--- config.mk ---
export PLATFORM = sky130hd
export DESIGN_NAME = complete_arbiter
export DESIGN_NICKNAME = d
export VERILOG_FILES = /design/src/rtl/complete_arbiter.sv
export SDC_FILE = /design/constraint.sdc
export NUM_CORES = 1
export LEC_CHECK = 0
export CAP_MARGIN = 10
export CORE_MARGIN = 2
export CORE_UTILIZATION = 40
export DETAILED_ROUTE_END_ITERATION = 6
export PLACE_DENSITY_LB_ADDON = 0.08
export SYNTH_ARGS = -nofsm -noshare
export SYNTH_HDL_FRONTEND = slang
export SYNTH_SLANG_ARGS = --single-unit
--- constraint.sdc ---
create_clock -name clock -period 5.6 [get_ports clock]
set_input_delay 1.12 -clock clock [delete_from_list [all_inputs] [get_ports clock]]
set_output_delay 1.12 -clock clock [all_outputs]
set_load 0.05 [all_outputs]
--- src/rtl/complete_arbiter.sv ---
// Completion-stage arbiter feeding the CDB mux: fixed-latency FUs win lanes first,
// variable-latency FUs share what is left round-robin, with starvation-driven lane reservation.
module complete_arbiter #(
  parameter int NUM_LANES     = 3,
  parameter int NUM_FU_ALU    = 3,
  parameter int NUM_FU_MULT   = 2,
  parameter int NUM_FU_BRANCH = 1,
  parameter int NUM_FU_LDST   = 1,
  parameter int STARVE_LIMIT  = 4,
  localparam int TOTAL = NUM_FU_LDST + NUM_FU_MULT + NUM_FU_ALU + NUM_FU_BRANCH,
  localparam int SW    = $clog2(NUM_LANES + 1)
) (
  input  logic                                clock,
  input  logic                                reset,
  input  logic [NUM_FU_ALU-1:0]               alu_req,
  input  logic [NUM_FU_BRANCH-1:0]            branch_req,
  input  logic [NUM_FU_MULT-1:0]              mult_cdb_valid,
  input  logic [NUM_FU_LDST-1:0]              ldst_cdb_valid,
  output logic [NUM_LANES-1:0][TOTAL-1:0]     complete_gnt_bus,
  output logic [NUM_FU_MULT-1:0]              mult_cdb_en,
  output logic [NUM_FU_LDST-1:0]              ldst_cdb_en,
  output logic [SW-1:0]                       fixed_slots_avail,
  output logic                                overcommit_err
);

  localparam int V  = NUM_FU_LDST + NUM_FU_MULT;
  localparam int F  = NUM_FU_ALU + NUM_FU_BRANCH;
  localparam int PW = (V > 1) ? $clog2(V) : 1;
  localparam logic [2:0] LIMIT = 3'(STARVE_LIMIT);

  logic [PW-1:0]               r_rrPtr;
  logic [V-1:0][2:0]           r_age;
  logic [SW-1:0]               r_fixedSlots;
  logic                        r_overcommit;

  logic [F-1:0]                w_fixedReq;
  logic [V-1:0]                w_varReq;
  logic [NUM_LANES-1:0][TOTAL-1:0] w_gnt;
  logic [V-1:0]                w_varGnt;
  logic                        w_drop;
  logic                        w_anyVar;
  logic [PW-1:0]               w_lastVar;
  logic [V-1:0][2:0]           w_ageNext;
  logic [SW-1:0]               w_slotsNext;
  logic [PW-1:0]               w_rrNext;

  assign w_fixedReq = {branch_req, alu_req};
  assign w_varReq   = {mult_cdb_valid, ldst_cdb_valid};

  // Fixed FUs fill lanes from 0 upward; variable FUs then scan circularly from r_rrPtr.
  always_comb begin
    int lane;
    int idx;
    w_gnt     = '0;
    w_varGnt  = '0;
    w_drop    = 1'b0;
    w_anyVar  = 1'b0;
    w_lastVar = r_rrPtr;
    lane      = 0;
    idx       = 0;
    if (!reset) begin
      for (int k = 0; k < F; k++) begin
        if (w_fixedReq[k]) begin
          if (lane < NUM_LANES) begin
            w_gnt[lane][V + k] = 1'b1;
            lane++;
          end else begin
            w_drop = 1'b1;
          end
        end
      end
      for (int j = 0; j < V; j++) begin
        idx = int'(r_rrPtr) + j;
        if (idx >= V) idx = idx - V;
        if (w_varReq[idx] && lane < NUM_LANES) begin
          w_gnt[lane][idx] = 1'b1;
          w_varGnt[idx]    = 1'b1;
          w_anyVar         = 1'b1;
          w_lastVar        = PW'(idx);
          lane++;
        end
      end
    end
  end

  // A FU granted on the cycle it would saturate clears instead, so it never reserves a lane.
  always_comb begin
    int starved;
    starved = 0;
    for (int i = 0; i < V; i++) begin
      if (w_varReq[i] && !w_varGnt[i]) begin
        w_ageNext[i] = (r_age[i] >= LIMIT) ? LIMIT : r_age[i] + 3'd1;
      end else begin
        w_ageNext[i] = 3'd0;
      end
      if (w_ageNext[i] == LIMIT) starved++;
    end
    if (starved > NUM_LANES) starved = NUM_LANES;
    w_slotsNext = SW'(NUM_LANES - starved);
  end

  assign w_rrNext = (w_lastVar == PW'(V - 1)) ? '0 : w_lastVar + PW'(1);

  always_ff @(posedge clock) begin
    if (reset) begin
      r_rrPtr      <= '0;
      r_age        <= '0;
      r_fixedSlots <= SW'(NUM_LANES);
      r_overcommit <= 1'b0;
    end else begin
      if (w_anyVar) r_rrPtr <= w_rrNext;
      r_age        <= w_ageNext;
      r_fixedSlots <= w_slotsNext;
      r_overcommit <= r_overcommit | w_drop;
    end
  end

  assign complete_gnt_bus  = w_gnt;
  assign ldst_cdb_en       = w_varGnt[NUM_FU_LDST-1:0];
  assign mult_cdb_en       = w_varGnt[V-1:NUM_FU_LDST];
  assign fixed_slots_avail = r_fixedSlots;
  assign overcommit_err    = r_overcommit;

endmodule

Yosys cells after proc, flatten, opt, wreduce, memory -nomap -nowiden
Index checks and enable logic that the tools add are counted.
- equality and inequality tests: 4
- bitwise logic cells: 9
- muxes and demuxes: 103
- magnitude comparators: 34
- add/sub/neg operators: 17
- reductions and logical operators: 21
- operators with widths (kind ; number):
    32-bit 2-to-1 mux ; 22
    21-bit 2-to-1 mux ; 15
    32-bit by 1-bit >= comparator with 1-bit output, second input constant ; 9
    32-bit by 4-bit less-than comparator with 1-bit output, second input constant ; 9
    32-bit by 2-bit adder with 32-bit output, second input constant ; 7
    32-bit by 3-bit less-than comparator with 1-bit output, second input constant ; 6
    21-bit OR ; 5
    32-bit by 5-bit less-than comparator with 1-bit output, second input constant ; 3
    7-bit demux with 2-bit select ; 6
    3-bit 2-to-1 mux ; 12
    32-bit by 3-bit > comparator with 1-bit output, second input constant ; 1
    7-bit 2-to-1 mux ; 4
    1-bit 2-to-1 mux ; 27
    4-bit by 21-bit OR with 21-bit output ; 1
    1-bit logical AND ; 18
    2-bit 2-to-1 mux ; 6
    3-bit by 1-bit adder with 3-bit output, second input constant ; 3
    1-bit demux with 3-bit select ; 3
    3-bit == test, second input constant ; 3
    3-bit >= comparator, second input constant ; 3
    3-bit by 2-bit subtractor with 4-bit output, second input constant ; 2
    1-bit binary-select mux with 2-bit select ; 3
    1-bit demux with 2-bit select ; 3
    3-bit by 2-bit >= comparator with 1-bit output, second input constant ; 2
    other kinds (12) ; 15
- bits of input ports: 9
- logic and storage cells: 194
- register bits after elaboration: 14
- output and inout bits: 27

Depth between registers and ports, before layout
Gate-level depths: netlist of the first run.
- depth in word-level cells: 38
- depth in mapped cells: 17
- mapped depth without buffers: 16

Worst setup path after synthesis of the first run
Ideal clock, no wire load.
- path kind: input -> output
- start: input alu_req[0]
- end: output complete_gnt_bus[14] (netlist bit)
- stages: 15
- required time: 4.480 ns
- data arrival time: 4.801 ns
- path buffers: 2
- path slack: -0.321 ns
- cells stage by stage: inv_1 > ha_1 > buf_4 > xnor2_1 > o211ai_1 > nor3_1 > a21oi_1 > ha_1 > inv_1 > a2111oi_1 > or4_1 > and2_1 > clkbuf_1 > nand3_1 > a21oi_1
- RTL lines (element ; RTL line ; text):
    from (decl) ; 15 ; input logic [NUM_FU_ALU-1:0] alu_req,
    to (decl) ; 19 ; output logic [NUM_LANES-1:0][TOTAL-1:0] complete_gnt_bus,

==> results.ini, run 1 <==
[global_routing]
antenna_found_initial = 0
grt_pass1_vias = 2096
grt-ovfl-total = 0
grt_max_degree = 33
grt_pass1_wl_mm = 10.0
groute.usage.overall_pct = 24.2

[power_and_ir_drop]
p_leak_nw = 1.20
power_density_nw_per_um2 = 339
ir_drop_mv = 0.180

[routing]
drtAntennaViolNets = 0
vias_per_cell = 5.93
drtPass1Iterations = 5
avgRoutedWirePerCell_um = 16.5
wl_mm = 6.21
drc = 0
drt-initial-drc-count = 234
num_vias = 2234

[floorplanning]
std_cell_rows = 24
die_h_um = 71.9
dieArea_um2 = 5170
initial_core_util_pct = 42.0
dieWidth_um = 71.9
num_io_pins = 36
coreArea_um2 = 4380

[synthesis]
synthCells = 246
synth.area.top_cells = dfxtp_1 (15%), ha_1 (14%), nor2_1 (6.7%)
netlist_area_um2 = 1840
ys_ff_latch = 14
yosysTopAreaCell = dfxtp_1
ys_warn_count = 0
synth.distinct_cells = 56
synth_edf_count = 0
synth_top_area_share_pct = 15.2
ys_seq_area_share_pct = 15.2
syn_area_per_cell_um2 = 7.49
synth_flop_cell = dfxtp_1
async_flop_share_pct = 0

[critical_path]
arrival_ps = 4360
critPathCaptureType = output port
critPathLaunchType = primary input
cp_max_fo = 5
path_class = in -> out
r2r_setup_slack_ps = 1040
crit_required_ps = 4480

[finish]
fin_nets = 356
syn_to_final_growth_pct = 63.5
fill_cells = 351
layout-drive-gt1-share_pct = 40.6
antenna_cells = 0
final_core_util_pct = 68.8

[clock_tree]
cts_root_buf = clkbuf_8
cts_max_path_buffers = 2
cts_tree = done
clk_pin_slew_ps = 60
cts_buffers = 3
insertion_delay_ps = 250
h-tree-depth = 1
cts_hold_buf = 0
cts_sinks = 14

[sta]
drv_slew = 0
period_minus_slack_ps = 5480
hold_violations = 0
tightest_slew_ps = 648
slew-limit-headroom_pct = 56.8
fin_worst_skew_ps = 3.22
tns_ps = 0
final.period_utilization_pct = 97.8
finalSetupViolCount = 0
max_freq_mhz = 183

[outcome]
outcome = complete, no violations

[hold_path]
min_path_type = reg -> reg

[flow_run]
maxCapViolCount = 0

[placement]
io_buffers = 33
dp_hpwl_mm = 4.79
gp_congestion = 0.931

-- worst paths after layout --
| path | from | to | depth (start not counted) |
|---|---|---|---|
| setup / recovery | alu_req[1] | complete_gnt_bus[15] | 17 |
| hold / removal | r_age[0] | r_age[0] | 1 |
| setup reg to reg | r_rrPtr[0] | fixed_slots_avail[0] | 20 |
| hold reg to reg | r_age[0] | r_age[0] | 1 |
-- layout make-up --
type / instances / area (um^2) / area share (%)
clock buffer: 4 / 55.1 / 1.83
inverter: 18 / 67.6 / 2.24
multi-input combinational: 200 / 1600 / 53.2
sequential: 14 / 280 / 9.30
tap: 52 / 65.1 / 2.16
timing repair buffer: 89 / 942 / 31.3
-- cells in the mapped netlist (all sizes together) (7+ instances only) --
cell type,number
buf,8
nand2,19
nand3,11
a21oi,19
nor3,7
ha,20
dfxtp,14
a32oi,8
clkbuf,7
inv,18
nor2,33
a31oi,7
-- per-stage QoR --
step	power, W	hold slack, ps	cell area [um^2]	setup slack [ps]	instances
after floorplan	0.000551	441	1940	-71.0	247
after global placement	0.000849	453	2840	-227	371
after detailed placement	0.000855	467	2840	-250	371
after CTS	0.000983	476	2940	40.5	377
after global routing	0.00108	501	3010	-12.3	377
final	0.00102	471	3010	123	377
-- state kept, by name, summed over array words and instances (netlist names) --
signal             cells
r_age                  9
fixed_slots_avail      2
r_rrPtr                2
overcommit_err         1
-- layer usage --
metal / up-vias / global-route usage, % / share of wire, %
li1: 1060 / - / -
met1: 1051 / 34.2 / 45
met2: 102 / 37.9 / 45
met3: 21 / 2.67 / 6.8
met4: 0 / 9.01 / 3.2
met5: - / 0 / 0
-- cell families after synthesis --
family          count (synthesis)  synth area share (%)
fa+ha+maj                      21                  14.7
mux                             4                  2.24
compound gates                 70                  29.1
other cells                     1                 0.203
flops                          14                  15.2
xor+xnor                        2                  1.36
simple gates                  101                  29.2
buf+inv                        33                  8.08
-- report_power, final --
part	switching [W]	internal [W]
combinational	0.000439	0.000353
clock	0.0000405	0.0000625
sequential	0.0000135	0.000112
total	0.000493	0.000527
-- placed cells by master, fill, tap and decap left out, types with 3 or more instances in the layout --
master / n
a21o_1: 4
a21oi_1: 11
a21oi_2: 7
a222oi_1: 5
a31oi_1: 4
a32oi_1: 7
and2_1: 3
buf_12: 19
buf_4: 55
buf_6: 3
clkbuf_8: 4
clkdlybuf4s50_1: 8
dfxtp_1: 14
ha_1: 17
ha_4: 3
inv_1: 16
nand2_1: 19
nand2b_1: 4
nand3_1: 10
nand3b_1: 4
nor2_1: 22
nor2_2: 8
nor2_4: 3
nor3_1: 6
nor3b_1: 3
o21a_1: 3
o21ai_0: 3
o221ai_1: 3
o22ai_1: 3
-- worst max-delay path, stage by stage --
cell,delay (ps)
dlygate4sd2_1,240
buf_4,150
buf_4,130
ha_1,160
nand2b_1,160
nand3_2,110
mux2_2,280
and3_1,190
inv_2,80
ha_4,140
buf_6,110
a2111oi_2,40
or4_4,570
and2_4,180
a222oi_1,450
nor2_4,80
buf_12,160
-- timing repair --
action,in CTS,in global routing
gates resized for setup,10,16
endpoints found under the setup margin,11,12
hold endpoints to repair,0,0
pin swaps,5,8
setup buffers,2,0
(Power assumes the default switching activity.)
==> run 2, diff against run 1 <==
Settings changed: CAP_MARGIN 10 to unset, HOLD_SLACK_MARGIN set to 0.06.
==> results of run 2 <==
Final layout, timing and power as in run 1 (identical DEF).
